$ cat src/rtl/piso_serializer_if.sv
// Parallel-in handshake and serial-out bundle for piso_serializer.
// The serializer takes the slave side; the word source and serial sink take the master side.
interface piso_serializer_if #(
    parameter int WIDTH = 8
);
    logic [WIDTH-1:0] in_data;
    logic             in_valid;
    logic             in_ready;
    logic             so;
    logic             frame;
    logic             last;

    modport master (
        output in_data,
        output in_valid,
        input  in_ready,
        input  so,
        input  frame,
        input  last
    );

    modport slave (
        input  in_data,
        input  in_valid,
        output in_ready,
        output so,
        output frame,
        output last
    );
endinterface

$ cat src/rtl/piso_serializer.sv
// Parallel-in serial-out shifter with valid/ready intake and registered frame/last strobes.
// A word offered during the last-bit cycle follows with no idle gap.
module piso_serializer #(
    parameter int WIDTH      = 8,
    parameter bit MSB_FIRST  = 1'b1,
    parameter bit IDLE_LEVEL = 1'b0
) (
    input logic               clk,
    input logic               reset,
    piso_serializer_if.slave  bus
);
    localparam int CW = $clog2(WIDTH);
    localparam logic [0:0] IDLE  = 1'b0;
    localparam logic [0:0] SHIFT = 1'b1;
    localparam logic [CW-1:0] CNT_LAST = CW'(WIDTH - 1);

    logic [0:0]       state_q, state_d;
    logic [CW-1:0]    cnt_q, cnt_d;
    logic [WIDTH-1:0] sh_q, sh_d;
    logic             so_q, so_d;
    logic             frame_q, frame_d;
    logic             last_q, last_d;
    logic             at_last, shifting, ready, accept;

    function automatic logic head(input logic [WIDTH-1:0] w);
        return MSB_FIRST ? w[WIDTH-1] : w[0];
    endfunction

    function automatic logic [WIDTH-1:0] adv(input logic [WIDTH-1:0] w);
        return MSB_FIRST ? {w[WIDTH-2:0], 1'b0} : {1'b0, w[WIDTH-1:1]};
    endfunction

    assign at_last  = (state_q == SHIFT) && (cnt_q == CNT_LAST);
    assign shifting = (state_q == SHIFT) && (cnt_q != CNT_LAST);
    assign ready    = !reset && ((state_q == IDLE) || at_last);
    assign accept   = bus.in_valid && ready;

    // sh_q holds the bits still to be sent; the head bit moves to so_q on each edge
    always_comb begin
        state_d = state_q;
        cnt_d   = cnt_q;
        sh_d    = sh_q;
        so_d    = so_q;
        frame_d = frame_q;
        last_d  = last_q;
        unique case (1'b1)
            accept: begin
                state_d = SHIFT;
                cnt_d   = '0;
                sh_d    = adv(bus.in_data);
                so_d    = head(bus.in_data);
                frame_d = 1'b1;
                last_d  = 1'b0;
            end
            shifting: begin
                cnt_d   = cnt_q + 1'b1;
                sh_d    = adv(sh_q);
                so_d    = head(sh_q);
                frame_d = 1'b1;
                last_d  = (cnt_q + 1'b1) == CNT_LAST;
            end
            default: begin
                state_d = IDLE;
                cnt_d   = '0;
                so_d    = IDLE_LEVEL;
                frame_d = 1'b0;
                last_d  = 1'b0;
            end
        endcase
    end

    always_ff @(posedge clk) begin
        if (reset) begin
            state_q <= IDLE;
            cnt_q   <= '0;
            sh_q    <= '0;
            so_q    <= IDLE_LEVEL;
            frame_q <= 1'b0;
            last_q  <= 1'b0;
        end else begin
            state_q <= state_d;
            cnt_q   <= cnt_d;
            sh_q    <= sh_d;
            so_q    <= so_d;
            frame_q <= frame_d;
            last_q  <= last_d;
        end
    end

    assign bus.in_ready = ready;
    assign bus.so       = so_q;
    assign bus.frame    = frame_q;
    assign bus.last     = last_q;
endmodule

$ cat src/flat_wrapper.sv
// flat-port wrapper written by rule: the top's interface ports become plain ports
module piso_serializer_flat 
#(
    parameter int WIDTH      = 8,
    parameter bit MSB_FIRST  = 1'b1,
    parameter bit IDLE_LEVEL = 1'b0
)
  (clk, reset, bus_in_data, bus_in_valid, bus_in_ready, bus_so, bus_frame, bus_last);
  piso_serializer_if #(.WIDTH(WIDTH)) bus_i ();
  input logic clk;
  input logic reset;
  input wire logic [$bits(bus_i.in_data)-1:0] bus_in_data;
  input wire logic [$bits(bus_i.in_valid)-1:0] bus_in_valid;
  output wire logic [$bits(bus_i.in_ready)-1:0] bus_in_ready;
  output wire logic [$bits(bus_i.so)-1:0] bus_so;
  output wire logic [$bits(bus_i.frame)-1:0] bus_frame;
  output wire logic [$bits(bus_i.last)-1:0] bus_last;
  assign bus_i.in_data = bus_in_data;
  assign bus_i.in_valid = bus_in_valid;
  assign bus_in_ready = bus_i.in_ready;
  assign bus_so = bus_i.so;
  assign bus_frame = bus_i.frame;
  assign bus_last = bus_i.last;
  piso_serializer #(.WIDTH(WIDTH), .MSB_FIRST(MSB_FIRST), .IDLE_LEVEL(IDLE_LEVEL)) u_core (.clk(clk), .reset(reset), .bus(bus_i));
endmodule
$ cat config.mk
export PLATFORM = sky130hd
export DESIGN_NAME = piso_serializer_flat
export DESIGN_NICKNAME = d
export VERILOG_FILES = /design/src/rtl/piso_serializer_if.sv /design/src/rtl/piso_serializer.sv /design/src/flat_wrapper.sv
export SDC_FILE = /design/constraint.sdc
export NUM_CORES = 1
export LEC_CHECK = 0
export ABC_AREA = 0
export BUFFER_PORTS_ARGS = -buffer_cell sky130_fd_sc_hd__buf_2
export CAP_MARGIN = 20
export CORE_MARGIN = 2
export CORE_UTILIZATION = 40
export DETAILED_ROUTE_END_ITERATION = 6
export SLEW_MARGIN = 30
export SYNTH_ARGS = -nofsm -noshare
export SYNTH_HDL_FRONTEND = slang
export SYNTH_SLANG_ARGS = --single-unit
$ cat constraint.sdc
create_clock -name clk -period 2.7 [get_ports clk]
set_input_delay 0.135 -clock clk [delete_from_list [all_inputs] [get_ports clk]]
set_output_delay 0.135 -clock clk [all_outputs]
set_load 0.1 [all_outputs]
# [Word-level counts from Yosys, hierarchy flattened]
# Cells that the tools add are included.
[word_totals] reg_bits=15 output_inout_bits=4
[classes] addsub=1 n_eq_ne=3 n_mux=4 bitwise_logic=2 n_reduce_logical=9
[op_table] operator="$pmux W8 S2" n=1
[op_table] operator="$eq A3 B3 Y1 const B" n=2
[op_table] operator="$logic_and A1 B1 Y1" n=4
[op_table] operator="$pmux W1 S2" n=2
[op_table] operator="$reduce_or A2 Y1" n=2
[op_table] operator="$add A3 B1 Y3 const B" n=1
[op_table] operator="$ne A3 B3 Y1 const B" n=1
[op_table] operator="$not A1 Y1" n=2
[op_table] operator="$reduce_bool A2 Y1" n=1
[op_table] operator="$logic_not A1 Y1" n=1
[op_table] operator="$logic_or A1 B1 Y1" n=1
[op_table] operator="$mux W1" n=1

# [Longest topological paths before layout]
[logic_depth] depth_word=7 ltp_mapped=7

# [Least setup slack after synthesis]
# No wires, ideal clock.
[synth_path] path_kind="register to output" start="register u_core.cnt_q[0]" end="output port bus_in_ready" arrival_time_ns=2.083 path_slack_ns=0.482 path_stages_with_launch=5 n_path_buf=0 path_cell_list="dfxtp_1 > ha_1 > ha_1 > and2b_1 > nor2_1"
[synth_via] elab_chain_cells=4
[synth_rtl] element="start: declaration" line="piso_serializer.sv:18" text="logic [CW-1:0] cnt_q, cnt_d;"
[synth_rtl] element="start signal: assignment" line="piso_serializer.sv:82" text="cnt_q <= cnt_d;"
[synth_rtl] element="$eq A3 B3 Y1" line="piso_serializer.sv:33" text="assign at_last = (state_q == SHIFT) && (cnt_q == CNT_LAST);"
[synth_rtl] element="$logic_and A1 B1 Y1" line="piso_serializer.sv:33"
[synth_rtl] element="$logic_or A1 B1 Y1" line="piso_serializer.sv:35" text="assign ready = !reset && ((state_q == IDLE) || at_last);"
[synth_rtl] element="$logic_and A1 B1 Y1" line="piso_serializer.sv:35"
[synth_rtl] element="end: declaration" line="flat_wrapper.sv:14" text="output wire logic [$bits(bus_i.in_ready)-1:0] bus_in_ready;"
# Every way passes these cells.

# [Worst setup path after layout]
# Ends and elaborated chain as after synthesis.

==> flow_metrics.tcl <==
set metrics [dict create \
    outcome "completed" \
    finalHoldViolations 0 \
    core_region_area_sq_um 1510 \
    cts-buffers-inserted 3 \
    internal_power_mw 0.325 \
    period_needed_ps 1800 \
    crit_required_ps 2570 \
    vdd_ir_drop_max_uv 362 \
    fillerInstances 158 \
    final-max-slew-violation-count 0 \
    first_pass_grt_wire_length_microns 1570 \
    place_congestion 0.646 \
    antenna_cells 0 \
    avgSynthCellArea_sq_um 11.6 \
    worst-slew-pin-transition_ps 483 \
    viasPerCell 4.91 \
    criticalPathCategory "reg -> out" \
    switching_share 0.274 \
    routed-wl-met2_microns 416 \
    clk_pin_slew_worst_paths_ps 80 \
    cts_resized 0 \
    timing.critical_path.to "bus_in_ready" \
    pin_count_of_the_biggest_net_entering_global_routing 17 \
    timing.max_slew.rel_slack 0.680 \
    number_of_nets_in_the_layout 84 \
    rows 14 \
    synth.cell_area_sq_um 638 \
    drt-initial-drc-count 7 \
    post-route-drc-count 0 \
    netlist_instances 55 \
    cellPowerDensity_nw_per_um2 625 \
    postCtsSetupBuffers 0 \
    finalCoreUtilization 0.476 \
    start_util 0.424 \
    setup_total_negative_slack_ps 0 \
    wl_met1_microns 431 \
    switchingPower_mw 0.123 \
    die_area_sq_um 1930 \
    tritoncts "done" \
    cts_max_level 1 \
    setup.worst_path.start "u_core.cnt_q[0]$_SDFF_PP0_" \
    share_of_power_burned_in_the_clock_network 0.332 \
    pre_cts_slack_ps 1190 \
    top_signal_layer_used "met4" \
    die-width_microns 43.9 \
    antenna_left 0 \
    fmaxAchievable_mhz 554 \
    overall_track_demand_over_capacity_in_global_routing 0.121 \
    clock_skew_ps 2.20 \
    netlist-cell-type-count 19 \
    die_height_microns 43.9 \
    postSynthNetCount 69 \
    synth-warning-count 0 \
    endpoint_kind "output pin" \
    synth.yosys.seq_area_share 0.439 \
    worstRegToRegCells 5 \
    cap_violations 0 \
    route.met3.wl_microns 79 \
    clock_path_buffers 2 \
    globalRouteOverflowTotal 0 \
    routed_wl_microns 947 \
    seq_power_share 0.503 \
    layout.cells.most_common_list "sky130_fd_sc_hd__buf_2 (14), sky130_fd_sc_hd__dfxtp_1 (14), sky130_fd_sc_hd__nor2_1 (9)" \
    arrival_time_of_data_at_the_critical_path_endpoint_ps 1670 \
    r2r_start "u_core.cnt_q[0]$_SDFF_PP0_" \
    pin_count 15 \
    post-route-period-util 0.668 \
    tritoncts_num_sinks 14 \
    number_of_antenna_violations_at_the_first_check_in_global_routing 0 \
    routed-via-count 417 \
    seq_area_sq_um 280 \
    area_occupied_by_multi_input_gates_sq_um 307 \
    worstPathMaxFanout 4 \
    dp_hpwl_microns 668 \
    power_share_of_the_combinational_group 0.165 \
    worstHoldPathType "in -> reg" \
    syn2layout_area_growth_pct 12.4 \
    setup_viol 0 \
    regToRegEndpoint "u_core.bus.last$_SDFF_PP0_" \
    worst_slack_ps 896 \
    hp-start "bus_in_data[7]" \
    p_leak_nw 0.330 \
    ys_ff_latch 14 \
    number_of_global_route_vias_before_repair 338 \
    drt-wirelength-per-cell_microns 11.1 \
    cts.hold.buffers_added 0 \
    drive_gt1_frac 0.420 \
    clk_root_buffer_cell "sky130_fd_sc_hd__clkbuf_4" \
    first_pass_iters 3 \
    timing.critical_path.from_type "flip-flop" \
    worst_skew_pair.late_latency_ps 280 \
    grt_setup_unrepaired "false" \
    r2r_slack_ps 1300 \
    port_buffers 14 \
]
[power groups by stage]
stage / Sequential (mW) / Clock, mW / Combinational (mW)
finish: 0.225 / 0.149 / 0.0738
floorplan: 0.243 / 0 / 0.0541
CTS: 0.226 / 0.155 / 0.0748
global placement: 0.230 / 0 / 0.0745
detailed placement: 0.230 / 0 / 0.0747
global route: 0.227 / 0.167 / 0.0800
[sequential cells by signal, summed over array words and instances, names as in the netlist]
name and flops:
u_core.bus.last 1, u_core.bus.frame 1, u_core.sh_q 7, u_core.bus.so 1
u_core.cnt_q 3, u_core.state_q 1
[logic make-up after synthesis]
group / synth area share
buf+inv: 0.0804
mux: 0.110
flops: 0.439
compound gates: 0.131
simple gates: 0.180
fa+ha+maj: 0.0588
[how the worst min path moves through the flow]
stage                     slack, ps                           to  cells past startpoint
after global placement          410     u_core.bus.so$_SDFF_PP0_                      3
final                           110     u_core.bus.so$_SDFF_PP0_                      3
after global routing             80     u_core.bus.so$_SDFF_PP0_                      3
after CTS                       100     u_core.bus.so$_SDFF_PP0_                      3
after floorplan                 200  u_core.sh_q[5]$_SDFFE_PP0P_                      1
after detailed placement        410     u_core.bus.so$_SDFF_PP0_                      3
[layout make-up]
| class | count | area share |
|---|---|---|
| flip-flops and latches | 14 | 0.391 |
| clock buffers | 4 | 0.0506 |
| inverters | 1 | 0.00524 |
| repair buffers | 14 | 0.0977 |
| well taps | 16 | 0.0279 |
| multi-input cells | 36 | 0.428 |
[synth_stat cells]
| master | number | area, sq um |
|---|---|---|
| sky130_fd_sc_hd__nor3b_4 | 1 | 18.8 |
| sky130_fd_sc_hd__a211oi_2 | 6 | 75.1 |
| sky130_fd_sc_hd__nor3_1 | 3 | 15.0 |
| sky130_fd_sc_hd__buf_8 | 1 | 15.0 |
| sky130_fd_sc_hd__inv_1 | 1 | 3.75 |
| sky130_fd_sc_hd__nor2_2 | 1 | 6.26 |
| sky130_fd_sc_hd__a21oi_2 | 1 | 8.76 |
| sky130_fd_sc_hd__buf_12 | 1 | 20.0 |
| sky130_fd_sc_hd__buf_4 | 1 | 7.51 |
| sky130_fd_sc_hd__and2_1 | 1 | 6.26 |
| sky130_fd_sc_hd__nand3_2 | 1 | 10.0 |
| sky130_fd_sc_hd__and2b_1 | 1 | 7.51 |
| sky130_fd_sc_hd__buf_2 | 1 | 5.00 |
| sky130_fd_sc_hd__mux2i_1 | 7 | 70.1 |
| sky130_fd_sc_hd__ha_1 | 3 | 37.5 |
| sky130_fd_sc_hd__nand2b_4 | 1 | 13.8 |
| sky130_fd_sc_hd__nor2_1 | 9 | 33.8 |
| sky130_fd_sc_hd__nand2_1 | 1 | 3.75 |
| sky130_fd_sc_hd__dfxtp_1 | 14 | 280 |
[per-stage QoR]
stage	cell area, sq um	total power, mW	hold slack (ps)	instances
after floorplan	638	0.297	200	55
after global placement	681	0.305	408	81
after detailed placement	681	0.305	409	81
after CTS	717	0.456	100	85
after global routing	717	0.473	84.8	85
final	717	0.448	111	85
[routing by layer]
layer / global-route usage / vias up
met5: 0 / -
met3: 0.0792 / 2
li1: - / 220
met2: 0.150 / 14
met4: 0.0909 / 0
met1: 0.144 / 181
[worst max-delay path, cell delays in order (launching register included)]
cell and delay [ps]:
sky130_fd_sc_hd__dfxtp_1 360, sky130_fd_sc_hd__ha_1 160, sky130_fd_sc_hd__ha_1 150, sky130_fd_sc_hd__and2b_1 210, sky130_fd_sc_hd__nor2_1 90, sky130_fd_sc_hd__buf_2 430
No activity file was read; power rests on OpenSTA's default activity.
